[config.mk]
export PLATFORM = sky130hd
export DESIGN_NAME = crc16_gen
export DESIGN_NICKNAME = d
export VERILOG_FILES = /design/src/rtl/crc16_pkg.sv /design/src/rtl/crc16_step.sv /design/src/rtl/crc16_gen.sv
export SDC_FILE = /design/constraint.sdc
export NUM_CORES = 1
export LEC_CHECK = 0
export BUFFER_PORTS_ARGS = -buffer_cell sky130_fd_sc_hd__clkbuf_2
export CORE_ASPECT_RATIO = 0.8
export CORE_MARGIN = 10
export CORE_UTILIZATION = 40
export CTS_CLUSTER_SIZE = 16
export DETAILED_ROUTE_END_ITERATION = 10
export PLACE_DENSITY = 0.6
export SLEW_MARGIN = 20
export SYNTH_ARGS = -nofsm -noshare
export SYNTH_HDL_FRONTEND = slang
export SYNTH_HIERARCHICAL = 1
export SYNTH_SLANG_ARGS = --single-unit
export TNS_END_PERCENT = 30
[constraint.sdc]
create_clock -name clk -period 2.91 [get_ports clk]
set_input_delay 0.1455 -clock clk [delete_from_list [all_inputs] [get_ports clk]]
set_output_delay 0.1455 -clock clk [all_outputs]
set_load 0.1 [all_outputs]
[src/rtl/crc16_pkg.sv]
`default_nettype none
// ============================================================================
// Module  : crc16_pkg
// Brief   : Shared constants and FSM state type for the CRC-16 generator.
// Revision: 1.0
// ============================================================================
package crc16_pkg;

    localparam logic [15:0] POLY   = 16'h100B;
    localparam logic [15:0] INIT   = 16'hFFFF;
    localparam int          DATA_W = 96;
    localparam int          OUT_W  = 128;
    localparam int          CRC_W  = 16;

    typedef enum logic [1:0] {
        IDLE = 2'd0,
        CALC = 2'd1,
        DONE = 2'd2
    } state_t;

endpackage
`default_nettype wire

[src/rtl/crc16_step.sv]
`default_nettype none
// ============================================================================
// Module  : crc16_step
// Brief   : Combinational fold of an NUMB-bit chunk (MSB first) into the CRC.
// Revision: 1.0
// ============================================================================
module crc16_step
    import crc16_pkg::*;
#(
    parameter int NUMB = 16
) (
    input  logic [NUMB-1:0]  i_chunk,
    input  logic [CRC_W-1:0] i_crc,
    output logic [CRC_W-1:0] o_crc
);

    logic [CRC_W-1:0] w_acc;

    // Unrolled serial LFSR: one shift per chunk bit, most significant bit first.
    always_comb begin
        w_acc = i_crc;
        for (int i = NUMB - 1; i >= 0; i--) begin
            w_acc = {w_acc[CRC_W-2:0], 1'b0} ^ ((w_acc[CRC_W-1] ^ i_chunk[i]) ? POLY : '0);
        end
        o_crc = w_acc;
    end

endmodule
`default_nettype wire

[src/rtl/crc16_gen.sv]
`default_nettype none
// ============================================================================
// Module  : crc16_gen
// Brief   : Multi-cycle CRC-16 (0x100B) over a captured 96-bit word, NUMB bits
//           per clock. Define CRC_OUT_INVERT_EN to output the ones-complement.
// Revision: 1.0
// ============================================================================
module crc16_gen
    import crc16_pkg::*;
#(
    parameter int NUMB = 16
) (
    input  logic              clk,
    input  logic              rst,
    input  logic              we,
    input  logic [DATA_W-1:0] data,
    output logic [CRC_W-1:0]  q,
    output logic [OUT_W-1:0]  dataOut,
    output logic              rdy
);

    localparam int c_STEPS = DATA_W / NUMB;
    localparam int c_CNT_W = (c_STEPS > 1) ? $clog2(c_STEPS) : 1;

    state_t             r_state;
    logic [DATA_W-1:0]  d;
    logic [DATA_W-1:0]  r_held;
    logic [CRC_W-1:0]   r_crc;
    logic [c_CNT_W-1:0] r_cnt;

    logic [NUMB-1:0]    w_chunk;
    logic [CRC_W-1:0]   w_crc_next;
    logic [CRC_W-1:0]   w_crc_out;

    assign w_chunk = d[DATA_W-1 -: NUMB];

    crc16_step #(
        .NUMB (NUMB)
    ) u_step (
        .i_chunk (w_chunk),
        .i_crc   (r_crc),
        .o_crc   (w_crc_next)
    );

`ifdef CRC_OUT_INVERT_EN
    assign w_crc_out = ~w_crc_next;
`else
    assign w_crc_out = w_crc_next;
`endif

    always_ff @(posedge clk or negedge rst) begin
        if (!rst) begin
            r_state <= IDLE;
            d       <= '0;
            r_held  <= '0;
            r_crc   <= INIT;
            r_cnt   <= '0;
            q       <= '0;
            dataOut <= '0;
            rdy     <= 1'b0;
        end else begin
            case (r_state)
                IDLE: begin
                    if (!we) begin
                        d       <= data;
                        r_held  <= data;
                        r_crc   <= INIT;
                        r_cnt   <= c_CNT_W'(c_STEPS - 1);
                        r_state <= CALC;
                    end
                end
                CALC: begin
                    r_crc <= w_crc_next;
                    d     <= d << NUMB;
                    r_cnt <= r_cnt - c_CNT_W'(1);
                    if (r_cnt == '0) begin
                        q       <= w_crc_out;
                        dataOut <= {r_held, w_crc_out, 16'h0000};
                        rdy     <= 1'b1;
                        r_state <= DONE;
                    end
                end
                DONE: begin
                    // Result held until the strobe is released; no auto-restart.
                    if (we) begin
                        rdy     <= 1'b0;
                        r_state <= IDLE;
                    end
                end
                default: r_state <= IDLE;
            endcase
        end
    end

endmodule
`default_nettype wire

* After elaboration in Yosys (flattened, before gate mapping)
Cells that the tools add are included.
Word-level totals: register bits after elaboration 342, output and inout port bits 145, word-level logic and storage cells 85
Operators by class: add/sub/neg operators 1, eq/ne operators 5, muxes and demuxes 29, bitwise operators 33, reduce and logical (&&, ||, !) cells 9
Operators by type and width (number):
- 16-bit bitwise XOR | 16
- 13-bit 2-to-1 mux | 16
- 96-bit one-hot mux with 2 select lines | 1
- 96-bit 2-to-1 mux | 1
- 16-bit one-hot mux with 2 select lines | 1
- 16-bit 2-to-1 mux | 1
- 1-bit bitwise XOR | 16
- 2-bit 2-to-1 mux | 3
- 2-bit != test, second input constant | 3
- 2-bit one-hot mux with 3 select lines | 1
- 3-bit one-hot mux with 2 select lines | 1
- 2-bit AND reduction | 3
- 3-bit AND reduction | 2
- 2-bit nonzero test | 2
- 3-bit logical NOT | 1
- 3-bit 2-to-1 mux | 1
- 3-bit by 1-bit subtractor with 3-bit output, second input constant | 1
- 2-bit by 1-bit equality test with 1-bit output, second input constant | 1
- 2-bit equality test, second input constant | 1
- 2-bit logical NOT | 1
- 1-bit 2-to-1 mux | 2
- 1-bit one-hot mux with 2 select lines | 1
- 1-bit NOT | 1

* Logic depth before layout (Yosys ltp)
depth in word-level cells 49, depth in mapped cells 7, mapped depth without buffers 5

* By module
The synthesis kept the hierarchy.
By module, submodules not included:
- crc16_gen | times used 1, cells each 1140, area each 12892.4 um2, seq. area each 8177.8 um2
- crc16_step | times used 1, cells each 59, area each 739.5 um2, seq. area each 0.0 um2

* Worst setup path after synthesis
No wires, ideal clock.
path kind register -> register, start reg r_crc[15], end reg q[3], setup time 126 ps, arrival time 2271 ps, required time 2784 ps, slack 513 ps, cell stages (with the launch flop) 6, path buffers 0, cell sequence dfstp_2 -> xor2_2 -> xnor3_2 -> xnor2_4 -> xnor3_1 -> mux2_2
On the way: word-level cells in the longest chain between the ends 24
RTL lines:
- from (decl) | line crc16_gen.sv:28 | logic [CRC_W-1:0] r_crc;
- from (signal assigned) | line crc16_gen.sv:73 | r_crc <= w_crc_next;
- 1-bit bitwise XOR * | line crc16_step.sv:23 | w_acc = {w_acc[CRC_W-2:0], 1'b0} ^ ((w_acc[CRC_W-1] ^ i_chunk[i]) ? POLY : '0);
- 13-bit 2-to-1 mux * | line crc16_step.sv:23
- 16-bit bitwise XOR * (4 in series) | line crc16_step.sv:23
- 1-bit bitwise XOR | line crc16_step.sv:23
- 13-bit 2-to-1 mux | line crc16_step.sv:23
- 16-bit bitwise XOR * (4 in series) | line crc16_step.sv:23
- 1-bit bitwise XOR | line crc16_step.sv:23
- 13-bit 2-to-1 mux | line crc16_step.sv:23
- 16-bit bitwise XOR * (4 in series) | line crc16_step.sv:23
- 1-bit bitwise XOR | line crc16_step.sv:23
- 13-bit 2-to-1 mux | line crc16_step.sv:23
- 16-bit bitwise XOR * (4 in series) | line crc16_step.sv:23
- via w_crc_next[3] | line crc16_gen.sv:32 | logic [CRC_W-1:0] w_crc_next;
- to (signal assigned) | line crc16_gen.sv:77 | q <= w_crc_out;
- to (decl) | line crc16_gen.sv:17 | output logic [CRC_W-1:0] q,
The timed path passes the listed nets; every way through them passes the cells marked *. A chain may end at the register's enable or synchronous reset.

* Final worst setup path
Ends and elaborated chain as after synthesis.

==> impl_metrics.tcl <==
set metrics [dict create \
    status "finished, final reports clean" \
    drtPass1Iterations 5 \
    wire_per_inst_um 19.72 \
    core_area_um2 33630 \
    drt_wl_total_mm 38.67 \
    crit_end "q[3]" \
    path_buf_inv 0 \
    critPathMaxStageDelay_ns 0.59 \
    tightest_slew_ns 1.031 \
    cts_tree "yes" \
    fin_cells 1961 \
    dieWidth_um 226.4 \
    grt_pass1_vias 10160 \
    yosysTopAreaCell "dfrtp_1" \
    grt-ovfl-total 0 \
    clockBufferDepth 3 \
    htreeDepth 2 \
    crit_cells 5 \
    timing.final.crit_share_pct 89.45 \
    grtUsageTotal_pct 18.41 \
    grt_max_degree 89 \
    max_slew_margin_pct 31.30 \
    postSynthAreaPerCell_um2 11.37 \
    finalCoreUtilization_pct 51.13 \
    endpoint_kind "register" \
    ys_seq_elements 326 \
    clkTransAtPathRegs_ns 0.06 \
    clock.fmax_mhz 384.2 \
    setup_viol_count_final 0 \
    seq_area_um2 8182 \
    worstSetupPathType "register to register" \
    final_hold_viol_count 0 \
    slew_violations 0 \
    worstHoldPathType "input port to async pin" \
    vias_per_cell 5.030 \
    antenna_found_initial 4 \
    dieArea_um2 41910 \
    cp_slowest_cell "xnor3_2" \
    yosys.area_share.simple_pct 13.80 \
    synthMuxAreaShare_pct 9.252 \
    start_util_pct 40.53 \
    clk_latency_ns 0.54 \
    worstPathArrival_ns 2.99 \
    startpoint "r_crc[15]" \
    synth_compound_area_share_pct 6.407 \
    setup_tns_ns 0 \
    nNetsFinal 1597 \
    period_needed_ns 2.603 \
    critPathMaxFanout 5 \
    ys_types 40 \
    place.gp.congestion 0.8195 \
    drv_cap 0 \
    grt_pass1_wl_mm 60.02 \
    reg2reg_depth 5 \
    portBuffers 227 \
    critPathTopFamily "XOR/XNOR gates" \
    crit_required_ns 3.30 \
    seq_area_frac_synth_pct 59.99 \
    cts.sinks 326 \
    reg2reg_to "q[3]" \
    via_count 9863 \
    drt_iter0_drc 730 \
    fp.dieH_um 185.1 \
    io_pins 244 \
    synth.area.top_cells "dfrtp_1 (57%), nand2_1 (10%), mux2_2 (6.4%)" \
    rr_startpoint "r_crc[15]" \
    r2r_setup_slack_ns 0.31 \
    root_buffer "clkbuf_16" \
    crit_chain "xor2_2, xnor3_2, xnor2_4, xnor3_1, mux2_2" \
    multi_input_area_um2 4861 \
    synth_top_family_by_area "simple AND/OR/NAND/NOR gates" \
    synthXorXnorAreaFrac_pct 5.425 \
    rows 60 \
    synth_warnings 6 \
    fillers 2994 \
    syn_area_um2 13630 \
    rsz0062_at_grt "no" \
    drcViolationCount 0 \
    numCtsBuffers 35 \
    clock_skew_ns 0.03810 \
    yosys.area.top_type_share_pct 56.91 \
    synthAdderAreaFrac_pct 0.1836 \
    layout-drive-gt1-share_pct 26.99 \
    final_antenna_net_count 0 \
    fin_hold_ws_ns 0.2085 \
    area_growth_pct 26.15 \
    cp-start-kind "register" \
    dp_cells 1795 \
    place_hpwl_mm 26.29 \
    syn_inst 1199 \
]
==> worst register-to-register path, cell delays in order, from the launching register on <==
cell,delay [ns]
dfstp_2,0.55
xor2_2,0.32
xnor3_2,0.59
xnor2_4,0.28
xnor3_1,0.46
mux2_2,0.27
==> stage by stage <==
| stage | instance area, um2 | setup WS (ns) |
|---|---|---|
| floorplan | 13690 | 0.5130 |
| global placement | 15080 | 0.3702 |
| detailed placement | 15080 | 0.3298 |
| CTS | 17190 | 0.3095 |
| global route | 17190 | 0.2141 |
| finish | 17200 | 0.3071 |
==> state kept, by name, summed over array words and instances (netlist names) <==
signal and count:
d 96, dataOut 97, q 15, r_cnt 3, r_crc 16, r_held 96, r_state 2, rdy 1
==> routing by layer <==
| metal | track usage [%] | up-vias | wire [um] |
|---|---|---|---|
| li1 | - | 4568 | - |
| met1 | 25.16 | 4935 | 17520 |
| met2 | 28.30 | 292 | 17690 |
| met3 | 4.395 | 66 | 2486 |
| met4 | 5.947 | 2 | 975 |
| met5 | 0 | - | 7 |
==> cells by family (layout without fill, tap and decap cells) <==
group / Yosys count / in the layout
AND/OR/NAND/NOR: 461 / 461
flip-flops: 326 / 326
AO/OA/AOI/OAI: 120 / 120
buffers and inverters: 118 / 427
multiplexers: 112 / 112
XOR/XNOR: 59 / 59
adder cells (fa/ha/maj): 2 / 2
other: 1 / 20
==> cell type report <==
cell class	instances	area share, %
sequential	326	47.58
multi-input combinational	770	28.27
timing repair buffer	344	14.00
clock buffer	54	5.981
tap	434	3.158
clock inverter	10	0.5457
inverter	19	0.4147
antenna	4	0.05821
==> cell usage after synthesis <==
library cell	n
nand2_1	369
dfrtp_1	310
a22oi_1	81
nand3_1	80
mux2_2	77
buf_4	42
mux2_1	35
xnor2_1	35
clkbuf_1	28
buf_2	19
inv_1	19
o21ai_0	18
o22a_1	17
dfstp_2	16
xor2_1	8
buf_6	6
buf_1	4
xnor3_1	4
xnor2_2	3
xnor2_4	3
ha_1	2
nand2b_1	2
nor2b_1	2
o22ai_1	2
xnor3_2	2
a21boi_0	1
a31oi_1	1
conb_1	1
nand2b_4	1
nand3b_1	1
nor2_1	1
nor2_2	1
nor2_4	1
nor3_4	1
or2_2	1
or3_1	1
xnor3_4	1
xor2_2	1
xor3_1	1
xor3_4	1
==> how the worst min path moves through the flow <==
stage | slack [ns] | end | cells after the start
2_1_floorplan | -0.15 | d[0] | 0
3_3_place_gp | 0.22 | dataOut[43] | 1
3_5_place_dp | 0.23 | dataOut[43] | 1
4_1_cts | 0.24 | dataOut[43] | 2
5_1_grt | 0.28 | r_held[11] | 2
6_report | 0.21 | dataOut[43] | 2
==> what timing repair did <==
item / 4_1_cts / 5_1_grt
hold endpoints to repair: 276 / 0
buffers inserted: 0 / 0
hold buffers: 98 / 0
gates resized for setup: 0 / 0
==> cells in the final DEF (no fill, tap or decap), types with 3 or more instances in the layout <==
cell type and instances:
clkbuf_16 36, mux2_1 35, o21ai_0 18, mux2_2 77, a22oi_1 81, xnor2_1 35
clkbuf_2 226, dlygate4sd3_1 98, dfstp_2 16, xnor2_2 3, xor2_1 8, buf_4 8
dfrtp_1 309, nand3_1 80, inv_1 19, buf_12 11, nand2_1 369, xnor3_1 4
o22a_1 17, clkinv_2 6, conb_1 16, clkbuf_8 6, clkbuf_1 12, diode_2 4
xnor2_4 3
Power is not shown: default switching activity piles up to over one toggle a cycle in this logic, so the estimate is an artifact.
